`src/rtl/dynamics_ctrl.sv`:
```
// dynamics_ctrl: sequencing and gain control for the dynamics stage.
// Accepts one sample per handshake, measures its level (count of significant
// magnitude bits), tracks a peak envelope with slow release, and drives the
// gain word toward a threshold-dependent target.
//
// Ports:
//   clk           system clock, rising edge
//   rst           asynchronous reset, active low
//   sample_valid  sample strobe, taken only while idle
//   sample_in     signed 16-bit sample
//   threshold     compression threshold level (0..16), captured at accept
//   busy          high while a sample is being processed
//   curr          envelope level presented to the dynamics stage
//   start         threshold of the sample that produced this update
//   multiple      gain word, Q1.7
//   gain_valid    one-cycle pulse when curr/start/multiple update
module dynamics_ctrl #(
  parameter int ATTACK_STEP = 8,
  parameter int RELEASE_DIV = 64,
  parameter int GAIN_UNITY  = 128,
  parameter int GAIN_FLOOR  = 16,
  parameter int GAIN_SLOPE  = 16
) (
  input  logic        clk,
  input  logic        rst,
  input  logic        sample_valid,
  input  logic [15:0] sample_in,
  input  logic [4:0]  threshold,
  output logic        busy,
  output logic [4:0]  curr,
  output logic [4:0]  start,
  output logic [7:0]  multiple,
  output logic        gain_valid
);

  localparam int CNT_W = (RELEASE_DIV > 1) ? $clog2(RELEASE_DIV) : 1;

  typedef enum logic [1:0] {S_IDLE, S_LEVEL, S_ENV, S_GAIN} state_t;

  // Captured request: saturated magnitude plus the threshold in force for it.
  typedef struct packed {
    logic [14:0] mag;
    logic [4:0]  thr;
  } req_t;

  state_t             state_q, state_d;
  req_t               req_q, req_d;
  logic [3:0]         level_q, level_d;
  logic [3:0]         env_q, env_d;
  logic [CNT_W-1:0]   cnt_q, cnt_d;
  logic [4:0]         curr_q, curr_d;
  logic [4:0]         start_q, start_d;
  logic [7:0]         mult_q, mult_d;
  logic               gv_q, gv_d;
  logic               busy_q, busy_d;

  logic [14:0]        mag_in;
  logic [3:0]         level_calc;
  logic [8:0]         target;
  logic [7:0]         mult_nxt;

  // |sample_in|; -32768 has no positive counterpart and saturates.
  always_comb begin
    mag_in = sample_in[14:0];
    if (sample_in[15]) begin
      if (sample_in == 16'h8000) mag_in = 15'h7fff;
      else                       mag_in = 15'(~sample_in + 16'd1);
    end
  end

  // Position of the highest set bit, 1-based; 0 for a zero magnitude.
  always_comb begin
    level_calc = '0;
    for (int i = 0; i < 15; i++)
      if (req_q.mag[i]) level_calc = 4'(i + 1);
  end

  // Target gain from the (already updated) envelope. The reduction is kept
  // wide and compared against the headroom so the subtraction never wraps.
  always_comb begin
    logic [4:0]  diff;
    logic [15:0] red;
    diff   = '0;
    red    = '0;
    target = 9'(GAIN_UNITY);
    if ({1'b0, env_q} > req_q.thr) begin
      diff = {1'b0, env_q} - req_q.thr;
      red  = 16'(GAIN_SLOPE) * {11'd0, diff};
      if (red >= 16'(GAIN_UNITY - GAIN_FLOOR)) target = 9'(GAIN_FLOOR);
      else                                     target = 9'(16'(GAIN_UNITY) - red);
    end
  end

  // Fast attack (clamped at target), one-code-per-sample release.
  always_comb begin
    logic [8:0] m;
    m        = {1'b0, mult_q};
    mult_nxt = mult_q;
    if (m > target) begin
      if (m < target + 9'(ATTACK_STEP)) mult_nxt = target[7:0];
      else                              mult_nxt = 8'(m - 9'(ATTACK_STEP));
    end else if (m < target) begin
      mult_nxt = mult_q + 8'd1;
    end
  end

  always_comb begin
    state_d = state_q;
    req_d   = req_q;
    level_d = level_q;
    env_d   = env_q;
    cnt_d   = cnt_q;
    curr_d  = curr_q;
    start_d = start_q;
    mult_d  = mult_q;
    gv_d    = 1'b0;
    case (state_q)
      S_IDLE: begin
        if (sample_valid) begin
          req_d.mag = mag_in;
          req_d.thr = threshold;
          state_d   = S_LEVEL;
        end
      end
      S_LEVEL: begin
        level_d = level_calc;
        state_d = S_ENV;
      end
      S_ENV: begin
        // A new peak takes priority over a pending decay step.
        if (level_q >= env_q) begin
          env_d = level_q;
          cnt_d = '0;
        end else if (cnt_q == CNT_W'(RELEASE_DIV - 1)) begin
          cnt_d = '0;
          env_d = env_q - 4'd1;  // env_q > level_q >= 0, so no underflow
        end else begin
          cnt_d = cnt_q + 1'b1;
        end
        state_d = S_GAIN;
      end
      S_GAIN: begin
        mult_d  = mult_nxt;
        curr_d  = {1'b0, env_q};
        start_d = req_q.thr;
        gv_d    = 1'b1;
        state_d = S_IDLE;
      end
      default: state_d = S_IDLE;
    endcase
    busy_d = (state_d != S_IDLE);
  end

  always_ff @(posedge clk or negedge rst) begin
    if (!rst) begin
      state_q <= S_IDLE;
      req_q   <= '0;
      level_q <= '0;
      env_q   <= '0;
      cnt_q   <= '0;
      curr_q  <= '0;
      start_q <= '0;
      mult_q  <= 8'(GAIN_UNITY);
      gv_q    <= 1'b0;
      busy_q  <= 1'b0;
    end else begin
      state_q <= state_d;
      req_q   <= req_d;
      level_q <= level_d;
      env_q   <= env_d;
      cnt_q   <= cnt_d;
      curr_q  <= curr_d;
      start_q <= start_d;
      mult_q  <= mult_d;
      gv_q    <= gv_d;
      busy_q  <= busy_d;
    end
  end

  assign busy       = busy_q;
  assign curr       = curr_q;
  assign start      = start_q;
  assign multiple   = mult_q;
  assign gain_valid = gv_q;

endmodule

```
`config.mk`:
```
export PLATFORM = sky130hd
export DESIGN_NAME = dynamics_ctrl
export DESIGN_NICKNAME = d
export VERILOG_FILES = /design/src/rtl/dynamics_ctrl.sv
export SDC_FILE = /design/constraint.sdc
export NUM_CORES = 1
export LEC_CHECK = 0
export CORE_ASPECT_RATIO = 1.4
export CORE_MARGIN = 2
export CORE_UTILIZATION = 30
export DETAILED_ROUTE_END_ITERATION = 12
export GPL_TIMING_DRIVEN = 0
export PLACE_DENSITY = 0.44
export SLEW_MARGIN = 15
export SYNTH_ARGS = -nofsm -noshare
export SYNTH_HDL_FRONTEND = slang
export SYNTH_SLANG_ARGS = --single-unit
```
`constraint.sdc`:
```
create_clock -name clk -period 6.5 [get_ports clk]
set_clock_uncertainty 0.1 [all_clocks]
set_input_delay 0.975 -clock clk [delete_from_list [all_inputs] [get_ports clk]]
set_output_delay 0.975 -clock clk [all_outputs]
set_load 0.005 [all_outputs]
```
* Word level (Yosys, flattened, before mapping)
Cells that the tools add are included.
** Operators by class
- Add/sub/neg operators :: 8
- Magnitude comparators :: 6
- Equal/unequal tests :: 5
- Mux-type cells :: 29
- Bitwise gates (word level) :: 1
- Reductions and logical operators :: 7
** Operators with widths (count)
- 4-bit two-way mux :: 16
- 15-bit two-way mux :: 2
- 8-bit two-way mux :: 3
- 8-bit by 9-bit less-than comparator with 1-bit output :: 2
- 9-bit two-way mux :: 2
- 16-bit == test (second input constant) :: 1
- 15-bit by 1-bit adder with 15-bit output (second input constant) :: 1
- 15-bit inverter :: 1
- 6-bit two-way mux :: 2
- 9-bit by 4-bit adder with 9-bit output (second input constant) :: 1
- 9-bit by 7-bit greater-or-equal comparator with 1-bit output (second input constant) :: 1
- 8-bit by 9-bit > comparator with 1-bit output :: 1
- 8-bit by 9-bit subtractor with 9-bit output (first input constant) :: 1
- 8-bit by 1-bit adder with 8-bit output (second input constant) :: 1
- 2-bit case mux with 4 select lines :: 1
- 8-bit by 4-bit subtractor with 8-bit output (second input constant) :: 1
- 6-bit by 1-bit adder with 6-bit output (second input constant) :: 1
- 6-bit == test (second input constant) :: 1
- 2-bit AND reduction :: 3
- 2-bit nonzero test :: 3
- 4-bit by 5-bit > comparator with 1-bit output :: 1
- 4-bit by 5-bit subtractor with 5-bit output :: 1
- 2-bit == test (second input constant) :: 2
- 4-bit greater-or-equal comparator :: 1
- other kinds (5) :: 6
** Storage, ports and cells
- Bits in registers :: 55
- Bits of input ports :: 24
- Output and inout port bits :: 20
- Word-level logic and storage cells :: 67

* Depth between registers and ports, before layout
- Word-level depth :: 15
- Gate-level depth with buffers :: 16
- Gate-level depth less buffers :: 15

* Worst setup path before layout
OpenSTA, ideal clock, no wires.
- Kind :: reg2reg
- From :: register env_q[0]
- To :: register mult_q[4] (netlist: multiple[4])
- Setup time :: 0.079 ns
- Arrival :: 3.954 ns
- Data required time :: 6.321 ns
- Path slack :: 2.366 ns
- Cell stages (with the launch flop) :: 15
- Path buffers :: 0
- Clock period less this slack :: 4.134 ns
- Cell sequence :: dfrtp_1 inv_1 ha_1 inv_1 fa_1 a211oi_1 nor3b_1 a2111oi_0 nand3_1 ha_1 a21o_1 a21o_1 or4_1 a311oi_1 a2bb2oi_1
** On the way
- Cells in the longest elaborated chain, start to end :: 8
- Elaborated cells between the ends (all ways) :: 14
- Those cells by class :: add/sub (3); order compare (5); mux (4); reduce/logical (2)
** RTL lines
- start, declared :: RTL line 49 : logic [3:0] env_q, env_d;
- start signal, assigned :: RTL line 170 : env_q <= env_d;
- 4-bit by 5-bit subtractor with 5-bit output :: RTL line 87 : diff = {1'b0, env_q} - req_q.thr;
- 8-bit by 9-bit subtractor with 9-bit output or 9-bit by 7-bit greater-or-equal comparator with 1-bit output (tied branches) :: RTL line 90, 89
- 9-bit two-way mux :: RTL line 89 : if (red >= 16'(GAIN_UNITY - GAIN_FLOOR)) target = 9'(GAIN_FLOOR);
- 9-bit two-way mux (*) :: RTL line 86 : if ({1'b0, env_q} > req_q.thr) begin
- 9-bit by 4-bit adder with 9-bit output :: RTL line 100 : if (m < target + 9'(ATTACK_STEP)) mult_nxt = target[7:0];
- 8-bit by 9-bit less-than comparator with 1-bit output :: RTL line 100
- 8-bit two-way mux :: RTL line 100
- 8-bit two-way mux :: RTL line 99 : if (m > target) begin
- end signal, assigned :: RTL line 163 : mult_q <= 8'(GAIN_UNITY);
- end signal, assigned :: RTL line 174 : mult_q <= mult_d;
- end, declared :: RTL line 53 : logic [7:0] mult_q, mult_d;
Every way passes the cells marked *; elsewhere a longest branch is shown, timed or not.
A chain may end at the register's enable or synchronous reset.

* Worst setup path after layout
Ends and elaborated chain as after synthesis.

==> impl_metrics.py <==
metrics = {
    "place": {
        "dp_cells": 580,
        "hpwl_mm": 7.22,
        "pre_cts_slack_ns": 1.56,
        "gp_congestion": 0.785,
        "postPlaceCellArea_mm2": 0.00423,
        "port_buffers": 42,
    },
    "cells_and_area": {
        "layout.nets": 492,
        "area.sequential_mm2": 0.00138,
        "layout-drive-gt1-share": 0.0748,
        "layout.cells.non_filler": 588,
        "final_cell_area_mm2": 0.00441,
        "multiInputGateArea_mm2": 0.00207,
        "final_common_cell": "dfrtp_1",
        "fill_cells": 1209,
        "area_delta_synth_final_pct": 21.8,
        "most-common-layout-cells": "dfrtp_1 (54), clkdlybuf4s50_1 (41), nor2_1 (34), inv_1 (29), nand2_1 (29)",
        "diodes": 0,
    },
    "floorplan": {
        "ioPinCount": 44,
        "die_w_um": 96.9,
        "start_util": 0.307,
        "fp.dieH_um": 134,
        "die_area_mm2": 0.0130,
        "num_rows": 47,
        "core_mm2": 0.0118,
    },
    "routing": {
        "top_layer": "met4",
        "drt_iter0_drc": 113,
        "antenna_left": 0,
        "m1WireLength_mm": 3.52,
        "met2WireLength_mm": 5.29,
        "route.vias.total": 3062,
        "wire_per_inst_um": 15.5,
        "dr.pass1.iters": 4,
        "vias_per_cell": 5.21,
        "wirelength_mm": 9.14,
        "drc": 0,
        "met3_length_um": 214,
    },
    "power_and_ir_drop": {
        "power.density_mw_per_mm2": 545,
        "power_switching_uw": 1060,
        "p_int_uw": 1340,
        "combPwrFrac": 0.586,
        "power_uw": 2410,
        "swShare": 0.443,
        "peakVddDrop_mv": 0.176,
        "clkPwrFrac": 0.146,
        "leakagePower_uw": 0.00182,
        "p_seq_frac": 0.267,
    },
    "cts": {
        "post_cts_resized": 0,
        "tritoncts": "done",
        "cts_hold_buf": 0,
        "clock_path_buffers": 2,
        "clock-sinks": 55,
        "post_cts_buffers": 0,
        "numCtsBuffers": 5,
        "clk_latency_ns": 0.30,
        "h-tree-depth": 2,
        "clkTransAtPathRegs_ns": 0.08,
        "cts-root-buf": "clkbuf_16",
    },
    "critical_path": {
        "path_cells": "inv_1, ha_1, inv_1, fa_1, a211oi_1, nor3b_1, a2111oi_0, nand3_1, ha_1, a21o_1, a211oi_1, nor2_1, o221ai_1, a2bb2oi_1",
        "path_max_fanout": 8,
        "cp.arrival_ns": 5.03,
        "reg2regPathDepth": 14,
        "r2r-start": "env_q[0]",
        "r2r-end": "multiple[4]",
        "slowest_delay_ns": 0.85,
        "crit_required_ns": 6.62,
        "crit_start": "env_q[0]",
        "criticalPathCategory": "reg -> reg",
        "crit_path_start_kind": "flip-flop",
        "path_delay_family": "compound AO/OA/AOI/OAI gates",
        "path_depth": 14,
        "reg2reg_slack_ns": 1.59,
        "cpMaxStageDelayCell": "a211oi_1",
        "crit_path_end_kind": "flip-flop",
        "crit_buf_inv": 2,
    },
    "global_routing": {
        "grt_max_degree": 56,
        "grt_pass1_vias": 3016,
        "gr-total-overflow": 0,
        "antenna_found_initial": 0,
        "grt_use_total": 0.140,
        "grt_pass1_wl_mm": 14.7,
    },
    "sta": {
        "slew_headroom": 0.326,
        "worst_slack_ns": 1.59,
        "tns_ns": 0,
        "slew_viol_final": 0,
        "period_share": 0.755,
        "tightestPinTransition_ns": 1.01,
        "rsz0062_at_grt": "false",
        "fin_crit_ns": 4.91,
        "finalHoldViolations": 0,
        "maxClockFrequency_ghz": 0.204,
        "setup_viol": 0,
    },
    "yosys": {
        "avgSynthCellArea_um2": 9.27,
        "synth_edf_count": 0,
        "ys_ff_latch": 55,
        "yosys.area.top_type": "dfrtp_1",
        "synth_area_leaders": "dfrtp_1 (37%), ha_1 (9.3%), nor2_1 (3.5%)",
        "synth.distinct_cells": 65,
        "ys_seq_area_frac": 0.380,
        "async_reset_ff_frac": 1.00,
        "netlist.area_leader.share": 0.373,
        "syn_area_mm2": 0.00362,
        "netlist_instances": 391,
        "syn_nets": 443,
        "yosysWarnings": 0,
        "synth_ff_type": "dfrtp_1",
    },
    "min_path": {
        "hp-start": "start[2]",
        "min_path_cells": 1,
        "hold_class": "reg -> reg",
        "holdPathEnd": "start[2]",
    },
    "flow_run": {
        "drv_cap": 0,
    },
    "status": {
        "status": "finished clean",
    },
}
==> routing by layer <==
metal,track usage,up-vias
met5,0,-
li1,-,1530
met4,0.0407,0
met2,0.284,56
met3,0.0229,5
met1,0.146,1471
==> how the worst max path moves through the flow <==
stage,end,slack [ns]
after floorplan,multiple[4],2.37
after global placement,multiple[6],1.59
after detailed placement,multiple[4],1.56
after CTS,multiple[4],1.57
after global routing,multiple[6],1.29
final,multiple[4],1.59
==> flip-flops by register name (all words and copies together), names as in the netlist <==
register	count
gain_valid	1
start	5
curr	4
env_q	4
cnt_q	6
multiple	8
req_q	20
state_q	2
level_q	4
busy	1
==> synthesized netlist by cell type, drive strengths merged, types with 6 or more instances <==
cell / n
a21oi: 22
and3: 6
clkbuf: 12
dfrtp: 54
ha: 27
inv: 29
mux2: 10
nand2: 29
nand3: 10
nor2: 34
o21ai: 20
o221ai: 10
o31ai: 7
xor2: 12
==> layout make-up <==
class	count	area share
Buffer	14	0.0145
Clock buffer	6	0.0292
Clock inverter	2	0.0136
Inverter	29	0.0247
Multi-Input combinational cell	293	0.470
Sequential cell	55	0.312
Tap cell	147	0.0417
Timing Repair Buffer	42	0.0947
==> logic make-up (layout without fill, tap and decap cells) <==
kind of cell	Yosys count	after routing	synth area share
xor gates and xnor gates	15	15	0.0363
other	1	1	0.00103
and+or+nand+nor	128	128	0.187
buffers and inverters	43	93	0.0477
AOI/OAI and AO/OA	109	109	0.212
DFF	55	55	0.380
muxes	12	12	0.0366
adders and majority gates	28	28	0.0988
==> power by group through the flow <==
stage	sequential [uW]	combinational (uW)	clock, uW
6_report	644	1410	352
5_1_grt	671	1580	378
4_1_cts	649	1420	361
3_5_place_dp	655	1420	0
3_3_place_gp	653	1410	0
2_1_floorplan	614	994	0
==> per-stage QoR <==
stage               hold slack (ns)  utilization
finish                        0.409        0.373
global route                  0.434        0.373
CTS                           0.417        0.373
detailed placement            0.400        0.357
global placement              0.391        0.358
floorplan                     0.369            -
Power figures use the tool's default switching activity.
